[src/rtl/led_pattern_gen.sv]
// Multi-channel LED pattern generator: per-channel OFF / ON / BLINK / BREATHE with
// a runtime half-period, reprogrammed through a valid/ready config port.
// Optional feature macro: LED_BREATHE_EN (PWM breathe mode; without it mode 11 acts as ON).
module led_pattern_gen #(
  parameter int unsigned CHANNELS     = 4,
  parameter int unsigned CLK_HZ       = 16000000,
  parameter int unsigned TICK_HZ      = 1000,
  parameter int unsigned PERIOD_W     = 12,
  parameter int unsigned PWM_W        = 8,
  parameter int unsigned DEFAULT_HALF = 500,
  localparam int unsigned CHAN_W      = (CHANNELS > 1) ? $clog2(CHANNELS) : 1
) (
  input  logic                pin3_clk_16mhz,
  input  logic                rst_n,
  input  logic                cfg_valid,
  output logic                cfg_ready,
  input  logic [CHAN_W-1:0]   cfg_chan,
  input  logic [1:0]          cfg_mode,
  input  logic [PERIOD_W-1:0] cfg_half,
  output logic                tick,
  output logic [CHANNELS-1:0] led
);

  localparam int unsigned PRESCALE = CLK_HZ / TICK_HZ;
  localparam int unsigned PRE_W    = $clog2(PRESCALE);

  typedef enum logic [1:0] {
    ModeOff     = 2'b00,
    ModeOn      = 2'b01,
    ModeBlink   = 2'b10,
    ModeBreathe = 2'b11
  } mode_e;

  logic [PRE_W-1:0]    pre_q, pre_d;
  logic                ready_q;
  mode_e               mode_q  [CHANNELS];
  mode_e               mode_d  [CHANNELS];
  logic [PERIOD_W-1:0] half_q  [CHANNELS];
  logic [PERIOD_W-1:0] half_d  [CHANNELS];
  logic [PERIOD_W-1:0] cnt_q   [CHANNELS];
  logic [PERIOD_W-1:0] cnt_d   [CHANNELS];
  logic                blink_q [CHANNELS];
  logic                blink_d [CHANNELS];
  logic [CHANNELS-1:0] led_q, led_d;
  logic [CHANNELS-1:0] step;
  logic [CHANNELS-1:0] cfg_hit;

  assign tick      = (pre_q == PRE_W'(PRESCALE - 1));
  assign cfg_ready = ready_q;
  assign led       = led_q;

  // Prescaler wraps at PRESCALE-1, which is also the tick cycle.
  always_comb begin
    pre_d = tick ? '0 : pre_q + PRE_W'(1);
  end

  // Per-channel counter, step detection and config load; a config beats a same-edge step.
  always_comb begin
    step    = '0;
    cfg_hit = '0;
    for (int c = 0; c < CHANNELS; c++) begin
      mode_d[c]  = mode_q[c];
      half_d[c]  = half_q[c];
      cnt_d[c]   = cnt_q[c];
      blink_d[c] = blink_q[c];
      // A channel index beyond CHANNELS never matches, so such writes are dropped.
      cfg_hit[c] = cfg_valid && ready_q && (cfg_chan == CHAN_W'(c));
      // half = 0 behaves as half = 1.
      step[c]    = tick && (cnt_q[c] == ((half_q[c] == '0) ? '0 : half_q[c] - PERIOD_W'(1)));
      if (cfg_hit[c]) begin
        mode_d[c]  = mode_e'(cfg_mode);
        half_d[c]  = cfg_half;
        cnt_d[c]   = '0;
        blink_d[c] = 1'b1;
      end else if (tick) begin
        cnt_d[c] = step[c] ? '0 : cnt_q[c] + PERIOD_W'(1);
        if (step[c]) begin
          blink_d[c] = ~blink_q[c];
        end
      end
    end
  end

`ifdef LED_BREATHE_EN
  localparam logic [PWM_W-1:0] PwmMax = '1;

  logic [PWM_W-1:0] pwm_q;
  logic [PWM_W-1:0] duty_q [CHANNELS];
  logic [PWM_W-1:0] duty_d [CHANNELS];
  logic             dir_q  [CHANNELS];  // 1 = ramping down
  logic             dir_d  [CHANNELS];

  // Duty ramp: one LSB per step, turning around at full scale and at zero.
  always_comb begin
    for (int c = 0; c < CHANNELS; c++) begin
      duty_d[c] = duty_q[c];
      dir_d[c]  = dir_q[c];
      if (cfg_hit[c]) begin
        duty_d[c] = '0;
        dir_d[c]  = 1'b0;
      end else if (step[c]) begin
        if (!dir_q[c]) begin
          duty_d[c] = duty_q[c] + PWM_W'(1);
          if (duty_q[c] == PwmMax - PWM_W'(1)) dir_d[c] = 1'b1;
        end else begin
          duty_d[c] = duty_q[c] - PWM_W'(1);
          if (duty_q[c] == PWM_W'(1)) dir_d[c] = 1'b0;
        end
      end
    end
  end

  // Shared free-running PWM counter and per-channel duty/direction state.
  always_ff @(posedge pin3_clk_16mhz or negedge rst_n) begin
    if (!rst_n) begin
      pwm_q <= '0;
      for (int c = 0; c < CHANNELS; c++) begin
        duty_q[c] <= '0;
        dir_q[c]  <= 1'b0;
      end
    end else begin
      pwm_q <= pwm_q + PWM_W'(1);
      for (int c = 0; c < CHANNELS; c++) begin
        duty_q[c] <= duty_d[c];
        dir_q[c]  <= dir_d[c];
      end
    end
  end
`else
  logic [PWM_W-1:0] unused_pwm_w;
  assign unused_pwm_w = '0;
`endif

  // LED drive decode from the current channel state; registered one cycle later.
  always_comb begin
    led_d = '0;
    for (int c = 0; c < CHANNELS; c++) begin
      case (mode_q[c])
        ModeOff:     led_d[c] = 1'b0;
        ModeOn:      led_d[c] = 1'b1;
        ModeBlink:   led_d[c] = blink_q[c];
        ModeBreathe: begin
`ifdef LED_BREATHE_EN
          led_d[c] = (pwm_q < duty_q[c]);
`else
          led_d[c] = 1'b1;
`endif
        end
      endcase
    end
  end

  // State registers.
  always_ff @(posedge pin3_clk_16mhz or negedge rst_n) begin
    if (!rst_n) begin
      pre_q   <= '0;
      ready_q <= 1'b0;
      led_q   <= '1;
      for (int c = 0; c < CHANNELS; c++) begin
        mode_q[c]  <= ModeBlink;
        half_q[c]  <= PERIOD_W'(DEFAULT_HALF);
        cnt_q[c]   <= '0;
        blink_q[c] <= 1'b1;
      end
    end else begin
      pre_q   <= pre_d;
      ready_q <= 1'b1;
      led_q   <= led_d;
      for (int c = 0; c < CHANNELS; c++) begin
        mode_q[c]  <= mode_d[c];
        half_q[c]  <= half_d[c];
        cnt_q[c]   <= cnt_d[c];
        blink_q[c] <= blink_d[c];
      end
    end
  end

endmodule
[config.mk]
export PLATFORM = sky130hd
export DESIGN_NAME = led_pattern_gen
export DESIGN_NICKNAME = d
export VERILOG_FILES = /design/src/rtl/led_pattern_gen.sv
export SDC_FILE = /design/constraint.sdc
export NUM_CORES = 1
export LEC_CHECK = 0
export CAP_MARGIN = 20
export CORE_MARGIN = 2
export CORE_UTILIZATION = 55
export CTS_BUF_LIST = sky130_fd_sc_hd__clkbuf_2
export DETAILED_ROUTE_END_ITERATION = 7
export PLACE_DENSITY = 0.76
export SLEW_MARGIN = 10
export SYNTH_ARGS = -nofsm -noshare
export SYNTH_HDL_FRONTEND = slang
export SYNTH_SLANG_ARGS = --single-unit
[constraint.sdc]
create_clock -name pin3_clk_16mhz -period 2.78 [get_ports pin3_clk_16mhz]
set_clock_uncertainty 0.2 [all_clocks]
set_input_delay 0.417 -clock pin3_clk_16mhz [delete_from_list [all_inputs] [get_ports pin3_clk_16mhz]]
set_output_delay 0.417 -clock pin3_clk_16mhz [all_outputs]
set_load 0.02 [all_outputs]
# Word-level counts from Yosys, hierarchy flattened
# Index checks and enable logic that the tools add are counted.
# classes
addsub,9
n_eq_ne,20
muxes,33
bitwise_logic,4
n_reduce_logical,34
# ops
cell,n
2-to-1 mux 12 bit,16
adder 12 x 1 -> 12 bit (second input constant),4
equality test 12 bit,4
logical NOT 12 bit,4
subtractor 12 x 1 -> 12 bit (second input constant),4
equality test 2 bit (second input constant),10
nonzero test 2 bit,8
adder 14 x 1 -> 14 bit (second input constant),1
equality test 14 bit (second input constant),1
2-to-1 mux 14 bit,1
2-to-1 mux 1 bit,12
one-hot mux 1 bit (3 select lines),4
equality test 2 x 1 -> 1 bit (second input constant),5
logical NOT 2 bit,5
logical AND 1 bit,9
AND reduction 2 bit,4
OR reduction 2 bit,4
NOT 1 bit,4
# word_totals
ff_bits,127
in_bits,19
out_inout_bits,6
elab_cells,119

# Longest topological paths before layout
# Gate-level depths: netlist of the first run.
# depth
depth_word,7
mapped_depth,12
depth_no_buf,10

# Least setup slack after synthesis of the first run
# OpenSTA, ideal clock, no wires.
# synth_timing
kind,flip-flop to flip-flop
from,register half_q[3] (netlist name)
to,register cnt_q[4] (netlist name)
arrival_time_ns,2.669
t_required_ns,2.460
slack_ns,-0.209
path_stages_with_launch,10
cell_sequence,dfrtp_1 -> buf_2 -> or4_4 -> or3_1 -> clkbuf_2 -> mux2i_1 -> a22o_1 -> or4_1 -> nand4b_4 -> and3_1
# synth_via
elab_chain_len,7
elab_cells_between_ends,8
# synth_rtl
item,line,rtl
"start, declared",38,logic [PERIOD_W-1:0] half_q [CHANNELS];
"start signal, assigned by index",161,half_q[c] <= PERIOD_W'(DEFAULT_HALF);
"start signal, assigned by index",171,half_q[c] <= half_d[c];
subtractor 12 x 1 -> 12 bit or logical NOT 12 bit (tied branches),69,step[c] = tick && (cnt_q[c] == ((half_q[c] == '0) ? '0 : half_q[c] - PERIOD_W'(1)));
2-to-1 mux 12 bit *,69,
equality test 12 bit *,69,
logical AND 1 bit *,69,
2-to-1 mux 12 bit *,76,cnt_d[c] = step[c] ? '0 : cnt_q[c] + PERIOD_W'(1);
2-to-1 mux 12 bit *,75,end else if (tick) begin
2-to-1 mux 12 bit *,70,if (cfg_hit[c]) begin
"end signal, assigned by index",172,cnt_q[c] <= cnt_d[c];
"end, declared",40,logic [PERIOD_W-1:0] cnt_q [CHANNELS];
# Mark *: on every way between the ends. The rest lies on a longest branch, timed or not. The select of a mux whose other input is x is not followed.
# A chain may end at the register's enable or synchronous reset.

# Worst setup path after layout of the first run
# layout_timing
from,register half_q[17] (netlist name)
to,register blink_q[1] (netlist name)
# layout_via
elab_chain_len,6
elab_cells_between_ends,7
# layout_rtl
item,line,rtl
subtractor 12 x 1 -> 12 bit or logical NOT 12 bit (tied branches),69,
2-to-1 mux 12 bit *,69,
equality test 12 bit *,69,
logical AND 1 bit *,69,
nonzero test 2 bit (no line) *,n/a,
AND reduction 2 bit (no line) *,n/a,
"end signal, assigned by index",173,blink_q[c] <= blink_d[c];
"end, declared",42,logic blink_q [CHANNELS];
# Mark *: on every way between the ends. The rest lies on a longest branch, timed or not.

==> results.md, run 1 <==
- # setup viols final: 43
- Fin worst setup slack: -0.1996 ns
- GR Overflow Total: 0
- Area grow syn2layout: 29.79%
- Asr flop ratio synth: 1.000
- Worst-path cell chain: or4_4, buf_6, or4_4, a22oi_2, a21oi_2, xor2_1, nand4_1, buf_4, xor2_1, nand2_1
- Placed cell area: 8676 um2
- Root Buffer: clkbuf_2
- Die area: 14,790 um2
- HP Class: in -> reg
- Routed via count: 7,243
- Routability Congestion: 0.9566
- Crit path max-delay cell type: or4_4
- # H-tree levels: 4
- Normalized max-slew margin: 0.6629
- Synth top area share: 0.2993
- Fillers: 905
- Mean Syn Cell Area: 9.003 um2
- Fraction of layout instances using a drive strength above 1: 0.3455
- Cell Pwr Density: 571.2 nW/um2
- Core area: 13,400 um2
- Crit-path max FO: 4
- Mapped cell area: 7607 um2
- Cts bufs inserted: 17
- Detailed-route vias per instance: 6.207
- Number of remaining DRC errors: 0
- Leakage: 4.232 nW
- CP max stage delay: 0.54 ns
- Top FF cell, synth: dfrtp_1
- Pins Over Slew Limit: 0
- Distinct cells, synth: 78
- Worst R2R Start: half_q[17]
- Post-synth EDFFs: 0
- Post-synthesis register bit count: 127
- Clk Latency, worst-skew pair: 0.73 ns
- Synth top area cells: dfrtp_1 30%, dfstp_2 12%, nand2_1 6.5%
- Post-placement cell count: 1,101
- Row cnt: 42
- Int Power: 3.545 mW
- Worst-Margin Slew: 0.5056 ns
- Final Hold Fails: 0
- Starting density of the core: 0.5677
- CP endpoint kind: flop
- Bufs on Longest Clock Path: 2
- Die height: 121.6 um
- Final period util: 1.072
- Post-Synthesis Cells: 845
- FF-to-FF setup slack: -0.20 ns
- Fin area: 9873 um2
- Tot GR Track Use: 0.2933
- Worst Hold End: half_q[44]
- Nets: 1,005
- Clk network pwr share: 0.204
- Pre-antenna DRT Iters: 5
- Max-cap check violation count: 0
- Min cycle time layout: 2.980 ns
- Register area share after synthesis: 0.4237
- HPWL Detailed: 14,020 um
- R2R Path End: blink_q[1]
- Detailed Route WL: 21,730 um
- Net switching power: 2.095 mW
- Flop pwr share: 0.427
- Total Power: 5.640 mW
- WL/cell: 18.62 um
- Sw frac: 0.3714
- Number of port buffers: 24
- CP top delay family: simple AND/OR/NAND/NOR gates
- RSZ-0062 raised after global routing: yes
- Ys Warns: 0
- Setup CP Type: reg -> reg
- Post-Layout Cell Count: 1,167
- CTS tree: yes
- Vias in the first global route: 6,968
- Antenna violations before repair: 1
- Maximum achievable frequency: 335.6 MHz
- # IOs: 25
- Combinational fraction of design power: 0.369
- Most numerous cell in the Yosys netlist: nand2_1
- CTS Sinks: 127
- Required time worst endpoint: 3.26 ns
- First-pass GRT wire length: 33,980 um
- VDD IR max: 0.4683 mV
- Worst setup SP type: flop
- Status: finished, violations left
- Largest net degree at the start of global routing: 71
- CP Launch Point: half_q[17]
- CP Buf/Inv Count: 2
- WHS Path Cells: 3
- Final antenna-violating net count: 0
- Die X-Extent: 121.6 um
- Syn nets: 873
- Initial DRC count: 877
- CTS clk-pin slew, worst paths: 0.21 ns
- Post-synth top cells: 132 x nand2_1, 91 x dfrtp_1, 76 x nor2_1
- Yosys top cell by area: dfrtp_1
- Hold wc startpoint: cfg_half[8]
- Failing checks: setup timing
- Worst reg-to-reg path cell count: 10
- Crit path DAT: 3.46 ns
==> tightest hold or removal path, delay by kind of cell <==
| kind | cells | cell delay, ns |
|---|---|---|
| and+or+nand+nor | 2 | 0.16 |
| buffers and inverters | 1 | 0.53 |
==> layout make-up <==
class	instances	area, um2	share of cell area
Timing Repair Buffer	150	1271	0.1288
Tap cell	176	220.2	0.02230
Inverter	22	82.58	0.008364
Multi-Input combinational cell	659	4842	0.4904
Clock buffer	17	85.08	0.008617
Antenna cell	1	2.502	0.0002535
Sequential cell	127	3223	0.3264
Clock inverter	15	146.4	0.01483
==> sequential cells by signal, summed over array words and instances, names as in the netlist <==
| signal | flops |
|---|---|
| cnt_q | 48 |
| pre_q | 14 |
| half_q | 48 |
| cfg_ready | 1 |
| mode_q | 8 |
| led | 4 |
| blink_q | 4 |
==> stage by stage <==
step                      setup WS, ns  hold slack, ns  TNS (ns)    util
after floorplan               -0.08824        -0.07859   -0.9384       -
after global placement         -0.2243          0.1635    -4.594  0.6474
after detailed placement       -0.2922          0.1727    -9.267  0.6474
after CTS                      -0.1845          0.1238    -2.619  0.7078
after global routing           -0.3314         0.09989    -10.82  0.7368
final                          -0.1996          0.1620    -5.405  0.7368
==> power by group through the flow <==
stage	Combinational (mW)	Sequential, mW	Clock (mW)
after CTS	1.89	2.39	1.15
after floorplan	1.03	2.38	0
after global placement	1.62	2.39	0
final	2.08	2.41	1.15
after global routing	2.24	2.44	1.24
after detailed placement	1.68	2.41	0
==> kinds of logic after synthesis <==
logic type | synth area share
adder cells (fa/ha/maj) | 0.01480
AO/OA/AOI/OAI | 0.1220
XOR/XNOR | 0.08717
buffers and inverters | 0.03404
multiplexers | 0.05016
AND/OR/NAND/NOR | 0.2676
flip-flops | 0.4237
other | 0.0004929
==> routing by layer <==
metal	wire length, um	global-route usage	share of wire
met1	8939	0.3874	0.41
met3	1564	0.06976	0.072
met2	10610	0.4789	0.49
met5	0	0	0
met4	615	0.09626	0.028
==> worst max-delay path by stage <==
stage | endpoint | slack [ns] | cells after the start
final | blink_q[1] | -0.20 | 10
after floorplan | cnt_q[4] | -0.09 | 8
after global placement | cnt_q[30] | -0.22 | 11
after detailed placement | cnt_q[35] | -0.29 | 10
after global routing | cnt_q[29] | -0.33 | 11
after CTS | cnt_q[29] | -0.18 | 11
==> repair_timing <==
action,in CTS,in global routing
setup buffers,17,10
gates cloned,4,0
pin swaps,39,37
gates resized for setup,81,67
endpoints found under the hold margin,92,0
endpoints found under the setup margin,53,53
hold buffers,3,0
==> cells in the final DEF (no fill, tap or decap), types with 14 or more instances in the layout <==
cell and n:
nand2_1 130, buf_4 116, dfrtp_1 91, nor2_1 61, xor2_1 44, dfstp_2 36, nand3_1 34, o21ai_0 27
xnor2_1 26, mux2_2 23, a21oi_1 22, clkdlybuf4s50_1 22, nand4_1 21, and3_1 17, clkbuf_2 17, or3_1 15
inv_1 14
(Power assumes the default switching activity.)
==> run 2, diff against run 1 <==
--- a/config.mk
+++ b/config.mk
@@ -5,8 +5,7 @@
 export SDC_FILE = /design/constraint.sdc
 export NUM_CORES = 1
 export LEC_CHECK = 0
-export CAP_MARGIN = 20
-export CORE_MARGIN = 2
+export CAP_MARGIN = 5
 export CORE_UTILIZATION = 55
 export CTS_BUF_LIST = sky130_fd_sc_hd__clkbuf_2
 export DETAILED_ROUTE_END_ITERATION = 7
==> run 2 against run 1 <==
Against the previous run: the flow still finishes with violations (setup timing); wire length decreased by 1.3%; clock power increased by 6%; global-route usage increased by 0.37 points; non-clock buffer count decreased by 9; final area decreased by 1.5%; fmax decreased by 2.8%; power decreased by 0.30%; die area decreased by 3.3%; worst setup slack got worse by 0.086 ns; critical path depth increased by 2; sequential share of layout area increased by 0.49 points; count of clock-buffer cells in the layout increased by 3; highest routed layer unchanged.
==> results.md, run 2 (synthesis results as in run 1) <==
- Area grow syn2layout: 27.88% (was 29.79%)
- Nets: 995 (was 1,005)
- Required time worst endpoint: 3.18 ns (was 3.26 ns)
- CP endpoint: cnt_q[28] (was blink_q[1])
- Die X-Extent: 119.6 um (was 121.6 um)
- Detailed-route vias per instance: 6.245 (was 6.207)
- Largest net degree at the start of global routing: 50 (was 71)
- CTS clk-pin slew, worst paths: 0.20 ns (was 0.21 ns)
- Worst R2R Start: half_q[25] (was half_q[17])
- Maximum achievable frequency: 326.2 MHz (was 335.6 MHz)
- # setup viols final: 44 (was 43)
- Crit-path max FO: 9 (was 4)
- Leakage: 4.181 nW (was 4.232 nW)
- Normalized max-slew margin: 0.4288 (was 0.6629)
- # H-tree levels: 4 (unchanged)
- Flop pwr share: 0.432 (was 0.427)
- Sw frac: 0.3594 (was 0.3714)
- Die height: 119.6 um (was 121.6 um)
- Tot GR Track Use: 0.2969 (was 0.2933)
- Die area: 14,310 um2 (was 14,790 um2)
- VDD IR max: 0.4680 mV (was 0.4683 mV)
- Cts bufs inserted: 17 (unchanged)
- CTS tree: yes (unchanged)
- CP max stage delay: 0.43 ns (was 0.54 ns)
- Worst setup SP type: flop (unchanged)
- Place WS: -0.2801 ns (was -0.2922 ns)
- Row cnt: 42 (unchanged)
- Register area: 3223 um2 (unchanged)
- CP endpoint kind: flop (unchanged)
- Vias in the first global route: 6,781 (was 6,968)
- Clk network pwr share: 0.217 (was 0.204)
- Final Hold Fails: 0 (unchanged)
- Worst reg-to-reg path cell count: 12 (was 10)
- Number of port buffers: 24 (unchanged)
- Bufs on Longest Clock Path: 2 (unchanged)
- Core area: 13,350 um2 (was 13,400 um2)
- Net switching power: 2.021 mW (was 2.095 mW)
- Combinational fraction of design power: 0.352 (was 0.369)
- Crit path max-delay cell type: dfrtp_1 (was or4_4)
- Root Buffer: clkbuf_2 (unchanged)
- CP Buf/Inv Count: 3 (was 2)
- Routed via count: 7,226 (was 7,243)
- Final period util: 1.103 (was 1.072)
- CP Launch Point: half_q[25] (was half_q[17])
- Status: finished, violations left (unchanged)
- WL/cell: 18.54 um (was 18.62 um)
- Cell Pwr Density: 578.0 nW/um2 (was 571.2 nW/um2)
- Initial DRC count: 516 (was 877)
- CTS Sinks: 127 (unchanged)
- Worst-Margin Slew: 0.8536 ns (was 0.5056 ns)
- Number of remaining DRC errors: 0 (unchanged)
- Most common cell after layout, fill and taps aside: nand2_1 (unchanged)
- Final antenna-violating net count: 0 (unchanged)
- Int Power: 3.602 mW (was 3.545 mW)
- Antenna violations before repair: 1 (unchanged)
- Largest registers: cnt_q x48, half_q x48, pre_q x14 (unchanged)
- Setup CP Type: reg -> reg (unchanged)
- Crit. path cell count: 12 (was 10)
- Crit path DAT: 3.46 ns (about the same)
- Pins Over Slew Limit: 0 (unchanged)
- Multi-input logic area: 4753 um2 (was 4842 um2)
- CP top delay family: compound AO/OA/AOI/OAI gates (was simple AND/OR/NAND/NOR gates)
- RSZ-0062 raised after global routing: yes (unchanged)
- Min cycle time layout: 3.065 ns (was 2.980 ns)
- GR Overflow Total: 0 (unchanged)
- Commonest cells after routing, fill and taps aside: 131 x nand2_1, 105 x buf_4, 91 x dfrtp_1 (was 130 x nand2_1, 116 x buf_4, 91 x dfrtp_1)
- Total Power: 5.623 mW (was 5.640 mW)
- FF-to-FF setup slack: -0.29 ns (was -0.20 ns)
- Clk Latency, worst-skew pair: 0.72 ns (was 0.73 ns)
- Detailed Route WL: 21,460 um (was 21,730 um)
- First-pass GRT wire length: 33,240 um (was 33,980 um)
- Worst-path cell chain: inv_2, ha_4, or3b_4, buf_4, a211oi_2, o21ai_1, a2111oi_2, and4_1, o211ai_4, buf_12, a31oi_1, o22ai_1 (was or4_4, buf_6, or4_4, a22oi_2, a21oi_2, xor2_1, nand4_1, buf_4, xor2_1, nand2_1)
- Fraction of layout instances using a drive strength above 1: 0.3418 (was 0.3455)
- Max-cap check violation count: 0 (unchanged)
- R2R Path End: cnt_q[28] (was blink_q[1])
- Pre-antenna DRT Iters: 6 (was 5)
- Starting density of the core: 0.5699 (was 0.5677)
- # IOs: 25 (unchanged)
- HPWL Detailed: 14,000 um (was 14,020 um)
- Failing checks: setup timing (unchanged)
- HP Class: in -> async (was in -> reg)
- Fillers: 981 (was 905)
- Fin worst setup slack: -0.2853 ns (was -0.1996 ns)
- Routability Congestion: 0.9421 (was 0.9566)
## run 2: area by class of cell
cell class                 instances  area share
multi-input combinational        658      0.4886
sequential                       127      0.3313
timing repair buffer             141      0.1233
tap                              176     0.02264
clock inverter                    12     0.01505
clock buffer                      20     0.01029
inverter                          22    0.008489
antenna                            1   0.0002572
## run 2: worst min-delay path by stage
stage / from / end / slack (ns) / cells after the start
after floorplan: rst_n / cfg_ready / -0.08 / 0
after global placement: rst_n / pre_q[10] / 0.19 / 1
after detailed placement: rst_n / pre_q[12] / 0.19 / 1
after CTS: rst_n / led[3] / 0.02 / 2
after global routing: rst_n / led[3] / 0.04 / 2
final: rst_n / led[3] / 0.06 / 2
## run 2: power groups by stage
| stage | Sequential [mW] | Clock [mW] | Combinational [mW] |
|---|---|---|---|
| 2_1_floorplan | 2.38 | 0 | 1.03 |
| 4_1_cts | 2.40 | 1.24 | 1.73 |
| 6_report | 2.43 | 1.22 | 1.98 |
| 5_1_grt | 2.46 | 1.32 | 2.13 |
| 3_3_place_gp | 2.40 | 0 | 1.58 |
| 3_5_place_dp | 2.42 | 0 | 1.64 |
## run 2: timing repair
| action | CTS | global route |
|---|---|---|
| resized for setup | 44 | 104 |
| hold buffers | 2 | 0 |
| endpoints found under the hold margin | 94 | 0 |
| gates cloned | 1 | 1 |
| setup endpoints to repair | 52 | 53 |
| pin swaps | 17 | 35 |
| buffers inserted | 5 | 10 |
## run 2: metal layers
layer | vias up | share of wire | global-route usage
met4 | 0 | 0.037 | 0.1313
li1 | 3271 | - | -
met5 | - | 0 | 0
met2 | 332 | 0.48 | 0.4823
met1 | 3546 | 0.41 | 0.3872
met3 | 77 | 0.069 | 0.05608
## run 2: per-stage QoR
step	util	area, um2	setup TNS, ns	hold slack (ns)	cells
global placement	0.6532	8718	-2.822	0.1889	1105
CTS	0.6902	9213	-3.085	0.02344	1145
floorplan	-	7656	-0.9384	-0.07859	845
detailed placement	0.6532	8718	-5.761	0.1923	1105
finish	0.7288	9728	-4.445	0.05583	1157
global route	0.7288	9728	-10.28	0.04314	1157
==> run 3, diff against run 2 <==
--- a/config.mk
+++ b/config.mk
@@ -9,7 +9,8 @@
 export CORE_UTILIZATION = 55
 export CTS_BUF_LIST = sky130_fd_sc_hd__clkbuf_2
 export DETAILED_ROUTE_END_ITERATION = 7
-export PLACE_DENSITY = 0.76
+export DONT_BUFFER_PORTS = 1
+export PLACE_DENSITY = 0.73
 export SLEW_MARGIN = 10
 export SYNTH_ARGS = -nofsm -noshare
 export SYNTH_HDL_FRONTEND = slang
==> run 3 against run 2 <==
Against the previous run: the flow finishes with violations (hold timing, setup timing); via count fell by 4.1%; combinational power fell by 9%; sequential share of layout area rose by 0.54 points; critical path depth fell by 3; utilization fell by 1.2 points; fmax rose by 2.9%; die area did not move; worst hold slack got worse by 0.93 ns; final area fell by 1.6%; highest routed layer is now met5; flip-flop and latch count did not move; sequential power barely moved.
==> results.md, run 3 (synthesis results as in run 1) <==
- Starting density of the core: 0.5699 (unchanged)
- Most common cell after layout, fill and taps aside: nand2_1 (unchanged)
- Pins Over Slew Limit: 0 (unchanged)
- Commonest cells after routing, fill and taps aside: 130 x nand2_1, 91 x dfrtp_1, 91 x buf_4 (was 131 x nand2_1, 105 x buf_4, 91 x dfrtp_1)
- Crit path DAT: 3.42 ns (was 3.46 ns)
- Min cycle time layout: 2.978 ns (was 3.065 ns)
- Fraction of layout instances using a drive strength above 1: 0.3164 (was 0.3418)
- Failing checks: hold timing, setup timing (was setup timing)
- Die height: 119.6 um (unchanged)
- Initial DRC count: 569 (was 516)
- RSZ-0062 raised after global routing: yes (unchanged)
- Worst-path cell chain: or4_1, buf_4, nor4_1, or3_1, a21oi_1, and4_1, o211ai_4, nand3_2, o311ai_1 (was inv_2, ha_4, or3b_4, buf_4, a211oi_2, o21ai_1, a2111oi_2, and4_1, o211ai_4, buf_12, a31oi_1, o22ai_1)
- Vias in the first global route: 6,536 (was 6,781)
- Crit path max-delay cell type: or4_1 (was dfrtp_1)
- Row cnt: 42 (unchanged)
- Cell Pwr Density: 575.8 nW/um2 (was 578.0 nW/um2)
- Final Hold Fails: 127 (was 0)
- VDD IR max: 0.4361 mV (was 0.4680 mV)
- Largest registers: cnt_q x48, half_q x48, pre_q x14 (unchanged)
- CTS clk-pin slew, worst paths: 0.23 ns (was 0.20 ns)
- CP Buf/Inv Count: 1 (was 3)
- CP endpoint kind: flop (unchanged)
- Number of port buffers: 0 (was 24)
- Worst reg-to-reg path cell count: 9 (was 12)
- Antenna violations before repair: 2 (was 1)
- Routed via count: 6,927 (was 7,226)
- Max-cap check violation count: 0 (unchanged)
- Fin area: 9573 um2 (was 9728 um2)
- HP Class: in -> async (unchanged)
- Pre-antenna DRT Iters: 5 (was 6)
- Normalized max-slew margin: 0.5334 (was 0.4288)
- Post-Layout Cell Count: 1,141 (was 1,157)
- Root Buffer: clkbuf_2 (unchanged)
- Final period util: 1.071 (was 1.103)
- Cts bufs inserted: 17 (unchanged)
- Detailed Route WL: 20,620 um (was 21,460 um)
- Largest net degree at the start of global routing: 128 (was 50)
- Required time worst endpoint: 3.22 ns (was 3.18 ns)
- Leakage: 4.084 nW (was 4.181 nW)
- # IOs: 25 (unchanged)
- Register area: 3223 um2 (unchanged)
- Post-placement cell count: 1,060 (was 1,105)
- Fin worst setup slack: -0.1983 ns (was -0.2853 ns)
- CP top delay family: simple AND/OR/NAND/NOR gates (was compound AO/OA/AOI/OAI gates)
- Number of remaining DRC errors: 0 (unchanged)
- HPWL Detailed: 12,950 um (was 14,000 um)
- Final antenna-violating net count: 0 (unchanged)
- Fillers: 964 (was 981)
- Die X-Extent: 119.6 um (unchanged)
- CTS Sinks: 127 (unchanged)
- WHS: -0.8762 ns (was 0.05583 ns)
- Worst-Margin Slew: 0.6945 ns (was 0.8536 ns)
- CP max stage delay: 0.57 ns (was 0.43 ns)
- # setup viols final: 51 (was 44)
- Multi-input logic area: 4707 um2 (was 4753 um2)
- Setup CP Type: reg -> reg (unchanged)
- Status: finished, violations left (unchanged)
- Hold-fix buffers, CTS: 25 (was 2)
- Tot GR Track Use: 0.2821 (was 0.2969)
- Clk Latency, worst-skew pair: 0.74 ns (was 0.72 ns)
- CTS tree: yes (unchanged)
- FF-to-FF setup slack: -0.20 ns (was -0.29 ns)
- Maximum achievable frequency: 335.8 MHz (was 326.2 MHz)
- Area grow syn2layout: 25.84% (was 27.88%)
- Bufs on Longest Clock Path: 2 (unchanged)
- Routability Congestion: 0.9260 (was 0.9421)
- Placed cell area: 8285 um2 (was 8718 um2)
- Die area: 14,310 um2 (unchanged)
- Worst setup SP type: flop (unchanged)
- Crit-path max FO: 7 (was 9)
- WL/cell: 18.07 um (was 18.54 um)
- Crit. path cell count: 9 (was 12)
- First-pass GRT wire length: 31,760 um (was 33,240 um)
- # H-tree levels: 4 (unchanged)
- Nets: 979 (was 995)
- Core area: 13,350 um2 (unchanged)
- GR Overflow Total: 0 (unchanged)
- Detailed-route vias per instance: 6.071 (was 6.245)
- Final Util: 0.7172 (was 0.7288)
-- run 3: routing by layer --
metal / vias to the layer above / track usage / part of all wire
li1: 3242 / - / -
met2: 232 / 0.4610 / 0.50
met5: - / 0 / 0.00068
met4: 2 / 0.09297 / 0.011
met1: 3423 / 0.3737 / 0.43
met3: 28 / 0.05894 / 0.058
-- run 3: final timing paths --
kind,from,end
setup / recovery,half_q[28],cnt_q[33]
hold / removal,rst_n,cnt_q[31]
setup reg to reg,half_q[28],cnt_q[33]
hold reg to reg,mode_q[7],mode_q[7]
max in group asynchronous,rst_n,half_q[41]
min in group pin3_clk_16mhz,cfg_half[8],half_q[20]
-- run 3: repair_timing --
action                                  in CTS  in global routing
gates cloned                                 2                  2
pin swaps                                   23                 22
gates resized for setup                     44                 83
setup buffers                                8                 11
endpoints found under the setup margin      52                 53
endpoints found under the hold margin      207                127
-- run 3: cell type report --
type,instances,area share
flip-flops and latches,127,0.3367
clock inverters,14,0.01725
inverters,22,0.008888
multi-input cells,658,0.4917
well taps,176,0.02300
diodes,1,0.0002614
repair buffers,125,0.1128
clock buffers,18,0.009411
-- run 3: report_power, final --
group	total, mW	switching [mW]	internal, mW
logic	1.81	0.923	0.885
clock network	1.25	0.745	0.505
registers	2.46	0.312	2.14
total	5.51	1.98	3.53
-- run 3: metrics by stage --
step	TNS, ns	power [mW]	setup WS [ns]
2_1_floorplan	-0.9384	3.404	-0.08824
3_3_place_gp	-3.538	3.835	-0.1313
3_5_place_dp	-6.364	3.896	-0.2026
4_1_cts	-3.091	5.280	-0.1516
5_1_grt	-10.42	5.797	-0.3035
6_report	-5.043	5.512	-0.1983
